<file path="config.mk">
export PLATFORM = sky130hd
export DESIGN_NAME = br_cam
export DESIGN_NICKNAME = d
export VERILOG_FILES = /design/src/rtl/br_cam.sv
export SDC_FILE = /design/constraint.sdc
export NUM_CORES = 1
export LEC_CHECK = 0
export ABC_CLOCK_PERIOD_IN_PS = 15900
export CAP_MARGIN = 20
export CORE_MARGIN = 2
export CORE_UTILIZATION = 66
export CTS_BUF_LIST = sky130_fd_sc_hd__clkbuf_8
export DETAILED_ROUTE_END_ITERATION = 10
export PLACE_DENSITY = 0.86
export REMOVE_ABC_BUFFERS = 1
export SYNTH_ARGS = -nofsm -noshare
export SYNTH_HDL_FRONTEND = slang
export SYNTH_SLANG_ARGS = --single-unit
</file>
<file path="constraint.sdc">
create_clock -name clk_i -period 15.9 [get_ports clk_i]
set_input_delay 1.59 -clock clk_i [delete_from_list [all_inputs] [get_ports clk_i]]
set_output_delay 1.59 -clock clk_i [all_outputs]
set_load 0.005 [all_outputs]
</file>
<file path="src/rtl/br_cam.sv">
// br_cam: content-addressable packet table keyed on {source, id} with aging,
// duplicate detection, clear and one-cycle lookup.
//   clk_i, rst_i                      clock, synchronous active-high reset
//   ins_valid_i/ins_ready_o           insert handshake; ready = a free entry exists
//   ins_source_i/ins_id_i             insert key
//   ins_svc_i/ins_port_i              stored service (ALL/TGT/CLEAR) and arrival port
//   ins_dup_o                         pulse: insert hit a live entry (age refreshed)
//   lkp_valid_i/lkp_source_i/lkp_id_i lookup request and key
//   lkp_done_o/lkp_hit_o/lkp_idx_o/lkp_port_o  lookup result, one cycle later
//   clr_valid_i/clr_source_i/clr_id_i free the entry holding the key
//   count_o                           live entry count
//   evict_o                           pulse: an entry aged out
module br_cam #(
    parameter int DEPTH     = 8,
    parameter int ID_WIDTH  = 5,
    parameter int SRC_WIDTH = 16,
    parameter int TIMEOUT   = 256
) (
    input  logic                         clk_i,
    input  logic                         rst_i,
    input  logic                         ins_valid_i,
    output logic                         ins_ready_o,
    input  logic [SRC_WIDTH-1:0]         ins_source_i,
    input  logic [ID_WIDTH-1:0]          ins_id_i,
    input  logic [1:0]                   ins_svc_i,
    input  logic [2:0]                   ins_port_i,
    output logic                         ins_dup_o,
    input  logic                         lkp_valid_i,
    input  logic [SRC_WIDTH-1:0]         lkp_source_i,
    input  logic [ID_WIDTH-1:0]          lkp_id_i,
    output logic                         lkp_done_o,
    output logic                         lkp_hit_o,
    output logic [$clog2(DEPTH)-1:0]     lkp_idx_o,
    output logic [2:0]                   lkp_port_o,
    input  logic                         clr_valid_i,
    input  logic [SRC_WIDTH-1:0]         clr_source_i,
    input  logic [ID_WIDTH-1:0]          clr_id_i,
    output logic [$clog2(DEPTH+1)-1:0]   count_o,
    output logic                         evict_o
);
    localparam int IW = $clog2(DEPTH);
    localparam int CW = $clog2(DEPTH + 1);
    localparam int AW = $clog2(TIMEOUT + 1);
    localparam int KW = SRC_WIDTH + ID_WIDTH;
    localparam logic [1:0]    SVC_CLEAR = 2'd2;
    localparam logic [AW-1:0] AGE_MAX   = AW'(TIMEOUT);

    logic [DEPTH-1:0] valid_q, valid_d;
    logic [KW-1:0]    key_q  [DEPTH];
    logic [1:0]       svc_q  [DEPTH];
    logic [2:0]       port_q [DEPTH];
    logic [AW-1:0]    age_q  [DEPTH];
    logic [AW-1:0]    age_d  [DEPTH];
    logic [CW-1:0]    count_q, count_d;
    logic             ready_q, dup_q, done_q, hit_q, evict_q;
    logic [IW-1:0]    idx_q;
    logic [2:0]       lport_q;

    logic [KW-1:0]    ins_key, lkp_key, clr_key;
    logic [DEPTH-1:0] ins_m, lkp_m, clr_m, expire, refresh, kill, write;
    logic             ins_hit, lkp_hit, ins_acc;
    logic [IW-1:0]    free_idx, lkp_idx;

    assign ins_key = {ins_source_i, ins_id_i};
    assign lkp_key = {lkp_source_i, lkp_id_i};
    assign clr_key = {clr_source_i, clr_id_i};
    assign ins_hit = |ins_m;
    assign lkp_hit = |lkp_m;
    // A same-cycle clear of the insert key wins, even when the clear matches nothing.
    assign ins_acc = ins_valid_i && ready_q && !ins_hit && !(clr_valid_i && clr_key == ins_key);

    // Lowest-index free slot and lowest-index lookup match, both from pre-update state.
    always_comb begin
        free_idx = '0;
        lkp_idx  = '0;
        for (int i = DEPTH - 1; i >= 0; i--) begin
            free_idx = !valid_q[i] ? IW'(i) : free_idx;
            lkp_idx  = lkp_m[i] ? IW'(i) : lkp_idx;
        end
    end

    for (genvar i = 0; i < DEPTH; i++) begin : g_ent
        assign ins_m[i]   = valid_q[i] && key_q[i] == ins_key;
        assign lkp_m[i]   = valid_q[i] && key_q[i] == lkp_key;
        assign clr_m[i]   = valid_q[i] && key_q[i] == clr_key;
        assign expire[i]  = valid_q[i] && svc_q[i] != SVC_CLEAR && age_q[i] == AW'(1);
        assign refresh[i] = ins_valid_i && ins_m[i];
        assign kill[i]    = clr_valid_i && clr_m[i];
        assign write[i]   = ins_acc && free_idx == IW'(i);
        // A dup refresh rescues an entry that would expire this cycle; a clear beats both.
        assign valid_d[i] = write[i] || (valid_q[i] && !kill[i] && (!expire[i] || refresh[i]));
        assign age_d[i]   = !valid_d[i] ? '0 :
                            (write[i] || refresh[i]) ? AGE_MAX :
                            (svc_q[i] != SVC_CLEAR && age_q[i] != '0) ? age_q[i] - AW'(1) :
                            age_q[i];
    end

    always_comb begin
        count_d = '0;
        for (int i = 0; i < DEPTH; i++) count_d = count_d + CW'(valid_d[i]);
    end

    always_ff @(posedge clk_i) begin
        if (rst_i) begin
            valid_q <= '0;
            count_q <= '0;
            ready_q <= 1'b1;
            dup_q   <= 1'b0;
            done_q  <= 1'b0;
            hit_q   <= 1'b0;
            idx_q   <= '0;
            lport_q <= '0;
            evict_q <= 1'b0;
            for (int i = 0; i < DEPTH; i++) age_q[i] <= '0;
        end else begin
            valid_q <= valid_d;
            count_q <= count_d;
            ready_q <= count_d != CW'(DEPTH);
            dup_q   <= ins_valid_i && ins_hit;
            done_q  <= lkp_valid_i;
            hit_q   <= lkp_valid_i && lkp_hit;
            idx_q   <= (lkp_valid_i && lkp_hit) ? lkp_idx : '0;
            lport_q <= (lkp_valid_i && lkp_hit) ? port_q[lkp_idx] : '0;
            evict_q <= |(expire & ~refresh);
            for (int i = 0; i < DEPTH; i++) age_q[i] <= age_d[i];
        end
    end

    // Payload is only meaningful while valid, so it needs no reset.
    always_ff @(posedge clk_i) begin
        for (int i = 0; i < DEPTH; i++) begin
            if (write[i]) begin
                key_q[i]  <= ins_key;
                svc_q[i]  <= ins_svc_i;
                port_q[i] <= ins_port_i;
            end
        end
    end

    assign ins_ready_o = ready_q;
    assign count_o     = count_q;
    assign ins_dup_o   = dup_q;
    assign lkp_done_o  = done_q;
    assign lkp_hit_o   = hit_q;
    assign lkp_idx_o   = idx_q;
    assign lkp_port_o  = lport_q;
    assign evict_o     = evict_q;
endmodule

</file>
Word level (Yosys, flattened, before mapping)
Memories as Yosys holds them, arrays and structs flattened. A register that Yosys moved wholly into a read port is not among the register bits.
Cells that the tools add are included.
{"block": "classes", "addsub": 15, "eq_ne": 49, "n_mux": 130, "bitwise_logic": 11, "reduce_logical": 170}
{"operator": "$eq 21x21->1", "count": 25}
{"operator": "$mux 9", "count": 32}
{"operator": "$mux 21", "count": 7}
{"operator": "$reduce_or 21->1", "count": 7}
{"operator": "$mux 3", "count": 44}
{"operator": "$logic_and 1x1->1", "count": 94}
{"operator": "$eq 9x1->1 const B", "count": 8}
{"operator": "$reduce_bool 9->1", "count": 8}
{"operator": "$sub 9x1->9 const B", "count": 8}
{"operator": "$mux 1", "count": 40}
{"operator": "$logic_or 1x1->1", "count": 24}
{"operator": "$reduce_or 8->1", "count": 3}
{"operator": "$reduce_or 3->1", "count": 7}
{"operator": "$logic_not 1->1", "count": 18}
{"operator": "$add 4x1->4", "count": 4}
{"operator": "$ne 2x2->1 const B", "count": 8}
{"operator": "$reduce_or 2->1", "count": 8}
{"operator": "$mux 2", "count": 7}
{"operator": "$eq 3x3->1 const B", "count": 4}
{"operator": "$and 8x8->8", "count": 1}
{"operator": "$not 8->8", "count": 1}
{"operator": "$or 1x1->1", "count": 8}
{"operator": "$eq 3x2->1 const B", "count": 2}
{"operator": "$add 3x1->4", "count": 1}
{"operator": "other kinds (6)", "count": 6}
{"block": "word_totals", "reg_bits": 20, "ramBits": 280, "in_bits": 73, "wordCells": 387, "mem_count": 4}
{"memory": "key_q", "words": 8, "width": 21, "read_ports": 8, "rd_clocked_by_memory_dff": 0, "wr": 1, "line_no": "49", "rtl": "logic [KW-1:0] key_q [DEPTH];"}
{"memory": "age_q", "words": 8, "width": 9, "read_ports": 8, "rd_clocked_by_memory_dff": 0, "wr": 8, "line_no": "52", "rtl": "logic [AW-1:0] age_q [DEPTH];"}
{"memory": "port_q", "words": 8, "width": 3, "read_ports": 1, "rd_clocked_by_memory_dff": 1, "wr": 1, "line_no": "51", "rtl": "logic [2:0] port_q [DEPTH];"}
{"memory": "svc_q", "words": 8, "width": 2, "read_ports": 8, "rd_clocked_by_memory_dff": 0, "wr": 1, "line_no": "50", "rtl": "logic [1:0] svc_q [DEPTH];"}

Longest topological paths before layout
Gate-level depths: netlist (run 1).
{"block": "logic_depth", "depth_word": 20, "mapped_depth": 21, "depth_no_buf": 20}

Worst setup path after synthesis (run 1)
Ideal clock, no wire load.
{"block": "synth_timing", "path_kind": "input-to-reg", "startpoint": "in ins_source_i[3]", "endpoint": "reg ready_q, in the netlist ins_ready_o", "setup_time_ps": 131, "t_arrival_ps": 6223, "setup_slack_ps": 9546, "path_stages": 20, "path_buffers": 1, "cell_sequence": "buf_2 xor2_1 nor4_1 nand4_1 or4b_1 nand4_1 nor3_1 and4_1 nor2_1 fa_1 inv_1 fa_1 inv_1 fa_1 inv_1 ha_1 inv_1 fa_1 xor2_1 nand4b_1"}
{"block": "synth_between", "elab_chain_cells": 16, "elab_cells_between_ends": 71, "classes_between": "add/sub (7); eq/ne (10); reduce/logical (54)"}
{"item": "start: declaration", "line_no": "23", "rtl": "input logic [SRC_WIDTH-1:0] ins_source_i,"}
{"item": "$eq 21x21->1", "line_no": "83", "rtl": "assign ins_m[i] = valid_q[i] && key_q[i] == ins_key;"}
{"item": "$logic_and 1x1->1", "line_no": "83"}
{"item": "$reduce_or 8->1", "line_no": "67", "rtl": "assign ins_hit = |ins_m;"}
{"item": "$logic_not 1->1", "line_no": "70", "rtl": "assign ins_acc = ins_valid_i && ready_q && !ins_hit && !(clr_valid_i && clr_key == ins_key);"}
{"item": "$logic_and 1x1->1", "line_no": "70"}
{"item": "$logic_and 1x1->1 (*)", "line_no": "70"}
{"item": "$logic_and 1x1->1 (*)", "line_no": "89", "rtl": "assign write[i] = ins_acc && free_idx == IW'(i);"}
{"item": "via write[1]", "line_no": "60", "rtl": "logic [DEPTH-1:0] ins_m, lkp_m, clr_m, expire, refresh, kill, write;"}
{"item": "$logic_or 1x1->1 (*)", "line_no": "91", "rtl": "assign valid_d[i] = write[i] || (valid_q[i] && !kill[i] && (!expire[i] || refresh[i]));"}
{"item": "$add 1x1->2 (*)", "line_no": "100", "rtl": "for (int i = 0; i < DEPTH; i++) count_d = count_d + CW'(valid_d[i]);"}
{"item": "$add 2x1->3 (*)", "line_no": "100"}
{"item": "$add 3x1->4 (*)", "line_no": "100"}
{"item": "$add 4x1->4 (*) (4 in a row)", "line_no": "100"}
{"item": "$ne 4x4->1 (*)", "line_no": "118", "rtl": "ready_q <= count_d != CW'(DEPTH);"}
{"item": "end signal: assignment", "line_no": "118"}
{"item": "end: declaration", "line_no": "55", "rtl": "logic ready_q, dup_q, done_q, hit_q, evict_q;"}
Mark *: on every way through the listed nets, which the timed path passes. The rest lies on a longest branch.
A chain may end at the register's enable or synchronous reset.

Worst setup path in the final report (run 1)
{"block": "layout_timing", "startpoint": "in ins_source_i[1]", "endpoint": "reg ready_q, in the netlist ins_ready_o"}
Same word-level chain as after synthesis.

==> flow_metrics.env, run 1 <==
export IMPL_synth_distinct_cells=57
export IMPL_cts_max_path_buffers=3
export IMPL_yosysMostFrequentCell="xnor2_1"
export IMPL_grt_max_degree=32
export IMPL_cts_resized=0
export IMPL_drt_iter0_drc=1996
export IMPL_cts_max_level=2
export IMPL_drv_cap=0
export IMPL_worstPathMaxFanout=28
export IMPL_synth_area_sq_um=17800
export IMPL_crit_path_end_kind="flop"
export IMPL_required_ps=16360
export IMPL_post_cts_buffers=0
export IMPL_post_place_ws_ps=7424
export IMPL_cts_root_buf="clkbuf_8"
export IMPL_slowest_delay_ps=1290
export IMPL_max_slew_margin_rel=0.1774
export IMPL_synth_area_top_cells="edfxtp_1, xnor2_1, xor2_1, dfxtp_1, nand4_1"
export IMPL_synthTopCellsByCount="xnor2_1, xor2_1, edfxtp_1, nor2_1, nand4_1"
export IMPL_coreArea_sq_um=26730
export IMPL_area_growth_pct=13.39
export IMPL_synthFlopType="edfxtp_1"
export IMPL_syn_area_per_cell_sq_um=10.72
export IMPL_gp_congestion=1.033
export IMPL_cts_buffers=51
export IMPL_cts_tree="done"
export IMPL_cp_start_kind="input port"
export IMPL_grtUsageTotal=0.4243
export IMPL_fmax_mhz=135.3
export IMPL_seq_area_frac_synth=0.4578
export IMPL_hold_class="reg2reg"
export IMPL_final_util=0.7552
export IMPL_skew_ps=20.85
export IMPL_hold_violations=0
export IMPL_peakVddDrop_v=0.00008917
export IMPL_rsz0062_at_grt="false"
export IMPL_post_route_period_util=0.4648
export IMPL_setup_violations=0
export IMPL_fin_ws_ps=8510
export IMPL_vias=14190
export IMPL_drive_gt1_frac=0.08026
export IMPL_antenna_found_initial=0
export IMPL_critPathKind="in2reg"
export IMPL_drt_pass1_iter_count=6
export IMPL_cts_sinks=303
export IMPL_route_detailed_drc=0
export IMPL_wire_per_inst_microns=28.00
export IMPL_synth_edff_count=208
export IMPL_tns_ps=0
export IMPL_ant_nets=0
export IMPL_power_density_nw_per_um2=90.78
export IMPL_leakagePower_nw=6.707
export IMPL_status="complete, no violations"
export IMPL_die_w_microns=168.2
export IMPL_clk_latency_ps=590
export IMPL_yosysTopAreaCellShare=0.3509
export IMPL_die_area_sq_um=28300
export IMPL_grt_pass1_wl_microns=87170
export IMPL_drv_slew=0
export IMPL_synthCells=1661
export IMPL_hpwl_microns=40280
export IMPL_path_cells="clkdlybuf4s50_1, xnor2_1, nand4_1, nor4b_1, nand3_1, nand4_1, nor3_1, and4_1, buf_4, nor2_1, fa_1, inv_1, fa_1, inv_1, fa_1, inv_1, ha_1, inv_1, fa_1, xor2_1, nand4b_1"
export IMPL_initial_utilization=0.6660
export IMPL_antennaDiodeCount=0
export IMPL_min_period_ps=7390
export IMPL_routed_wirelength_microns=60480
export IMPL_synth_async_reset_ratio=0
export IMPL_vias_per_cell=6.569
export IMPL_ys_ff_latch=303
export IMPL_cp_arrival_ps=7850
export IMPL_io_pins=88
export IMPL_crit_slowest_cell="clkdlybuf4s50_1"
export IMPL_grt_pass1_vias=13980
export IMPL_die_h_microns=168.2
export IMPL_yosysTopAreaCell="edfxtp_1"
export IMPL_grt_ovfl_total=0
export IMPL_rows=60
export IMPL_nNetsFinal=1875
export IMPL_ys_warn_count=0
export IMPL_clk_pin_slew_ps=60
export IMPL_worstMarginPinSlew_ps=1230
export IMPL_hold_buffers=0
export IMPL_port_buffers=87
-- layout make-up --
cell class                      instances  area [sq um]
Fill cell                            1857          6543
Multi-Input combinational cell       1245          9111
Clock inverter                         40         306.5
Clock buffer                           54         743.2
Timing Repair Buffer                  141          1313
Sequential cell                       303          8148
Inverter                               36         135.1
Tap cell                              341         426.7
-- sequential cells by signal, indices dropped and copies added, names as in the netlist --
| signal | count |
|---|---|
| svc_q | 16 |
| lkp_hit_o | 1 |
| ins_ready_o | 1 |
| port_q | 24 |
| key_q | 168 |
| valid_q | 8 |
| ins_dup_o | 1 |
| evict_o | 1 |
| age_q | 72 |
| lkp_done_o | 1 |
| lkp_idx_o | 3 |
| lkp_port_o | 3 |
| count_o | 4 |
-- critical path: cells and delay by family --
family | cells | cell delay [ps]
simple gates | 8 | 1840
buf+inv | 6 | 1910
fa+ha+maj | 5 | 2010
xor+xnor | 2 | 490
-- routing by layer --
| metal | vias to the layer above | global-route usage | part of all wire |
|---|---|---|---|
| met4 | 0 | 0.2669 | 0.075 |
| met2 | 1020 | 0.6461 | 0.43 |
| met3 | 295 | 0.1086 | 0.13 |
| met5 | - | 0 | 0 |
| li1 | 6104 | - | - |
| met1 | 6771 | 0.5437 | 0.36 |
-- per-stage QoR --
stage          cells  hold WS [ps]  power, mW  instance area, sq um
2_1_floorplan   1584         468.0     0.9894                 17390
3_3_place_gp    2062         479.1      1.106                 19070
3_5_place_dp    2062         497.9      1.109                 19070
4_1_cts         2156         506.5      1.823                 20120
5_1_grt         2160         530.7      1.878                 20180
6_report        2160         504.7      1.832                 20180
-- cell families after synthesis --
family / after synthesis / share of synthesized area
AOI/OAI and AO/OA: 83 / 0.03367
and+or+nand+nor: 553 / 0.1717
adders and majority gates: 24 / 0.01856
buffers and inverters: 113 / 0.03051
DFF: 303 / 0.4578
xor gates and xnor gates: 585 / 0.2879
-- power by group --
| group | total [mW] | internal, mW | switching [mW] |
|---|---|---|---|
| Combinational | 0.237 | 0.0913 | 0.146 |
| Clock | 0.728 | 0.397 | 0.330 |
| Sequential | 0.868 | 0.855 | 0.0122 |
| Total | 1.83 | 1.34 | 0.488 |
-- cell usage in the layout, fill, tap and decap left out, types with 12 or more instances in the layout --
cell / Yosys / final
xor2_1: 243 / 243
o21ai_0: 16 / 16
nor4_1: 76 / 76
edfxtp_1: 208 / 208
or4_1: 12 / 12
nor2_1: 127 / 126
buf_4: 2 / 50
dfxtp_1: 95 / 95
clkdlybuf4s50_1: 0 / 87
clkbuf_8: 0 / 54
nor3_1: 22 / 22
inv_1: 36 / 48
nand2_1: 55 / 55
xnor2_1: 342 / 342
nand4_1: 118 / 118
nand3_1: 41 / 41
a21oi_1: 13 / 13
nor2b_1: 14 / 14
and3_1: 15 / 15
ha_1: 20 / 20
nor4b_1: 16 / 16
-- final timing paths --
check | from | end | slack (ps) | cells past startpoint
setup / recovery | ins_source_i[1] | ins_ready_o | 8510 | 21
hold / removal | age_q[1][1] | age_q[1][1] | 500 | 2
setup reg to reg | key_q[0][21] | ins_ready_o | 10360 | 19
hold reg to reg | age_q[1][1] | age_q[1][1] | 500 | 2
No activity file was read; power rests on OpenSTA's default activity.
==> run 2: changes to the inputs <==
Settings changed: ABC_CLOCK_PERIOD_IN_PS 15900 to 6000, CORE_UTILIZATION 66 to 57, PLACE_DENSITY 0.86 to 0.79.
Clock period 15.9 ns to 6 ns, I/O delays scaled along.
==> run 2 against run 1 <==
Against the previous run: worst setup slack worse by 7900 ps; clock power grew to 2.7 times the previous value; flip-flop and latch count stayed put; highest routed layer unchanged; global-route usage is 2.8 points lower; combinational power grew to 2.9 times the previous value; routed wire length is 7.7% higher; cell area is 2.3% higher; total power grew to 2.7 times the previous value; core utilization is 8.2 points lower.
==> flow_metrics.env, run 2 (synthesis gave the netlist of run 1 again) <==
export IMPL_skew_ps=32.60
export IMPL_fmax_mhz=186.4
export IMPL_crit_slowest_cell="clkdlybuf4s50_1"
export IMPL_slowest_delay_ps=670
export IMPL_nNetsFinal=1912
export IMPL_hpwl_microns=45940
export IMPL_port_buffers=87
export IMPL_routed_wirelength_microns=65150
export IMPL_initial_utilization=0.5804
export IMPL_grt_ovfl_total=0
export IMPL_cts_max_level=2
export IMPL_die_area_sq_um=32660
export IMPL_drt_pass1_iter_count=8
export IMPL_cts_max_path_buffers=3
export IMPL_final_common_cell="xnor2_1"
export IMPL_cp_startpoint="ins_source_i[12]"
export IMPL_worstPathMaxFanout=13
export IMPL_ant_nets=0
export IMPL_io_pins=88
export IMPL_wire_per_inst_microns=28.95
export IMPL_hold_depth=2
export IMPL_power_density_nw_per_um2=239.1
export IMPL_antennaDiodeCount=0
export IMPL_r2r_cells=19
export IMPL_drv_cap=0
export IMPL_top_regs="key_q (168), age_q (72), port_q (24)"
export IMPL_leakagePower_nw=6.953
export IMPL_grt_pass1_wl_microns=93320
export IMPL_crit_path_end_kind="flop"
export IMPL_die_w_microns=180.7
export IMPL_hold_slack_ps=497.6
export IMPL_cts_sinks=303
export IMPL_vias=14150
export IMPL_path_buf_inv=6
export IMPL_hold_violations=0
export IMPL_rsz0062_at_grt="false"
export IMPL_r2r_start="key_q[1][57]"
export IMPL_critPathTopFamily="adder cells"
export IMPL_route_detailed_drc=0
export IMPL_hp_start="age_q[1][10]"
export IMPL_cp_arrival_ps=5850
export IMPL_clk_pin_slew_ps=70
export IMPL_cts_tree="done"
export IMPL_status="complete, no violations"
export IMPL_peakVddDrop_v=0.0001906
export IMPL_cp_start_kind="input port"
export IMPL_regMostFlops="key_q"
export IMPL_critical_path_depth=21
export IMPL_mostFrequentLayoutCells="xnor2_1, xor2_1, edfxtp_1, nor2_1, nand4_1"
export IMPL_vias_per_cell=6.288
export IMPL_cts_root_buf="clkbuf_8"
export IMPL_hold_class="reg2reg"
export IMPL_drv_slew=0
export IMPL_min_period_ps=5365
export IMPL_drt_iter0_drc=1762
export IMPL_grt_max_degree=32
export IMPL_antenna_found_initial=1
export IMPL_cts_resized=0
export IMPL_setup_violations=0
export IMPL_worstMarginPinSlew_ps=1188
export IMPL_die_h_microns=180.7
export IMPL_required_ps=6490
export IMPL_clk_latency_ps=630
export IMPL_max_slew_margin_rel=0.2055
export IMPL_gp_congestion=1.037
export IMPL_drive_gt1_frac=0.1003
export IMPL_hold_buffers=0
export IMPL_tns_ps=0
export IMPL_post_route_period_util=0.8942
export IMPL_coreArea_sq_um=30670
export IMPL_path_cells="clkdlybuf4s50_1, buf_4, xnor2_1, nand4_1, or2_2, nor4b_1, and3_1, a31oi_1, and4_1, nor2_1, fa_1, inv_1, fa_1, inv_1, fa_1, inv_1, ha_1, inv_1, fa_1, xor2_1, nand4b_1"
export IMPL_critPathKind="in2reg"
export IMPL_largest_reg_flops=168
export IMPL_grtUsageTotal=0.3958
export IMPL_cts_buffers=51
export IMPL_post_cts_buffers=0
export IMPL_total_power_mw=4.935
export IMPL_grt_pass1_vias=14360
export IMPL_rows=64
export IMPL_area_growth_pct=15.96
-- run 2: changes by cell type in the layout (fill, tap and decap cells not counted) --
| cell | change |
|---|---|
| clkinv_2 | -2 |
| buf_8 | -1 |
| bufinv_16 | -1 |
| buf_4 | +31 |
| inv_4 | +1 |
| clkbuf_8 | +5 |
| inv_6 | +1 |
| buf_12 | +8 |
| clkbuf_1 | -1 |
| clkinvlp_4 | -2 |
| clkinv_1 | -7 |
| inv_1 | +3 |
-- run 2: per-layer routing --
| metal | share of wire | up-vias | global-route usage |
|---|---|---|---|
| met5 | 0 | - | 0 |
| met4 | 0.079 | 0 | 0.2619 |
| met3 | 0.11 | 273 | 0.09151 |
| met2 | 0.44 | 906 | 0.6113 |
| met1 | 0.37 | 6794 | 0.4982 |
| li1 | - | 6176 | - |
-- run 2: worst register-to-register path, stage by stage (launching register included) --
cell and delay (ps):
edfxtp_1 510, xor2_1 180, or4_1 550, nor4_1 450, a22oi_1 230, nand4_1 190, nor2_1 70, and4b_1 210
nor2_1 200, fa_1 450, inv_1 80, fa_1 400, inv_1 80, fa_1 410, inv_1 60, ha_1 150
inv_1 60, fa_1 430, xor2_1 200, nand4b_1 110
-- run 2: cell type report --
type	count	area [sq um]
clock inverter	33	251.5
fill	2376	10030
timing repair buffer	178	1687
tap	396	495.5
sequential	303	8148
clock buffer	59	812.0
inverter	36	135.1
multi-input combinational	1245	9111
-- run 2: worst paths after layout --
kind / slack [ps] / end
worst max-delay path: 630 / ins_ready_o
worst min-delay path: 500 / age_q[1][10]
worst max register to register: 840 / ins_ready_o
worst min register to register: 500 / age_q[1][10]
-- run 2: through the flow --
stage,instances,setup WS (ps),util,cell area (sq um)
after floorplan,1584,881.2,-,17390
after global routing,2250,328.3,0.6730,20640
final,2250,634.9,0.6730,20640
after CTS,2249,767.6,0.6721,20610
after global placement,2157,174.1,0.6374,19550
after detailed placement,2157,109.6,0.6374,19550
-- run 2: where the power goes --
| part | total, mW | internal [mW] | leakage, nW | switching, mW |
|---|---|---|---|---|
| Clock | 1.95 | 1.07 | 0.610 | 0.884 |
| Combinational | 0.680 | 0.264 | 3.69 | 0.417 |
| Sequential | 2.30 | 2.27 | 2.66 | 0.0327 |
| Total | 4.93 | 3.60 | 6.95 | 1.33 |
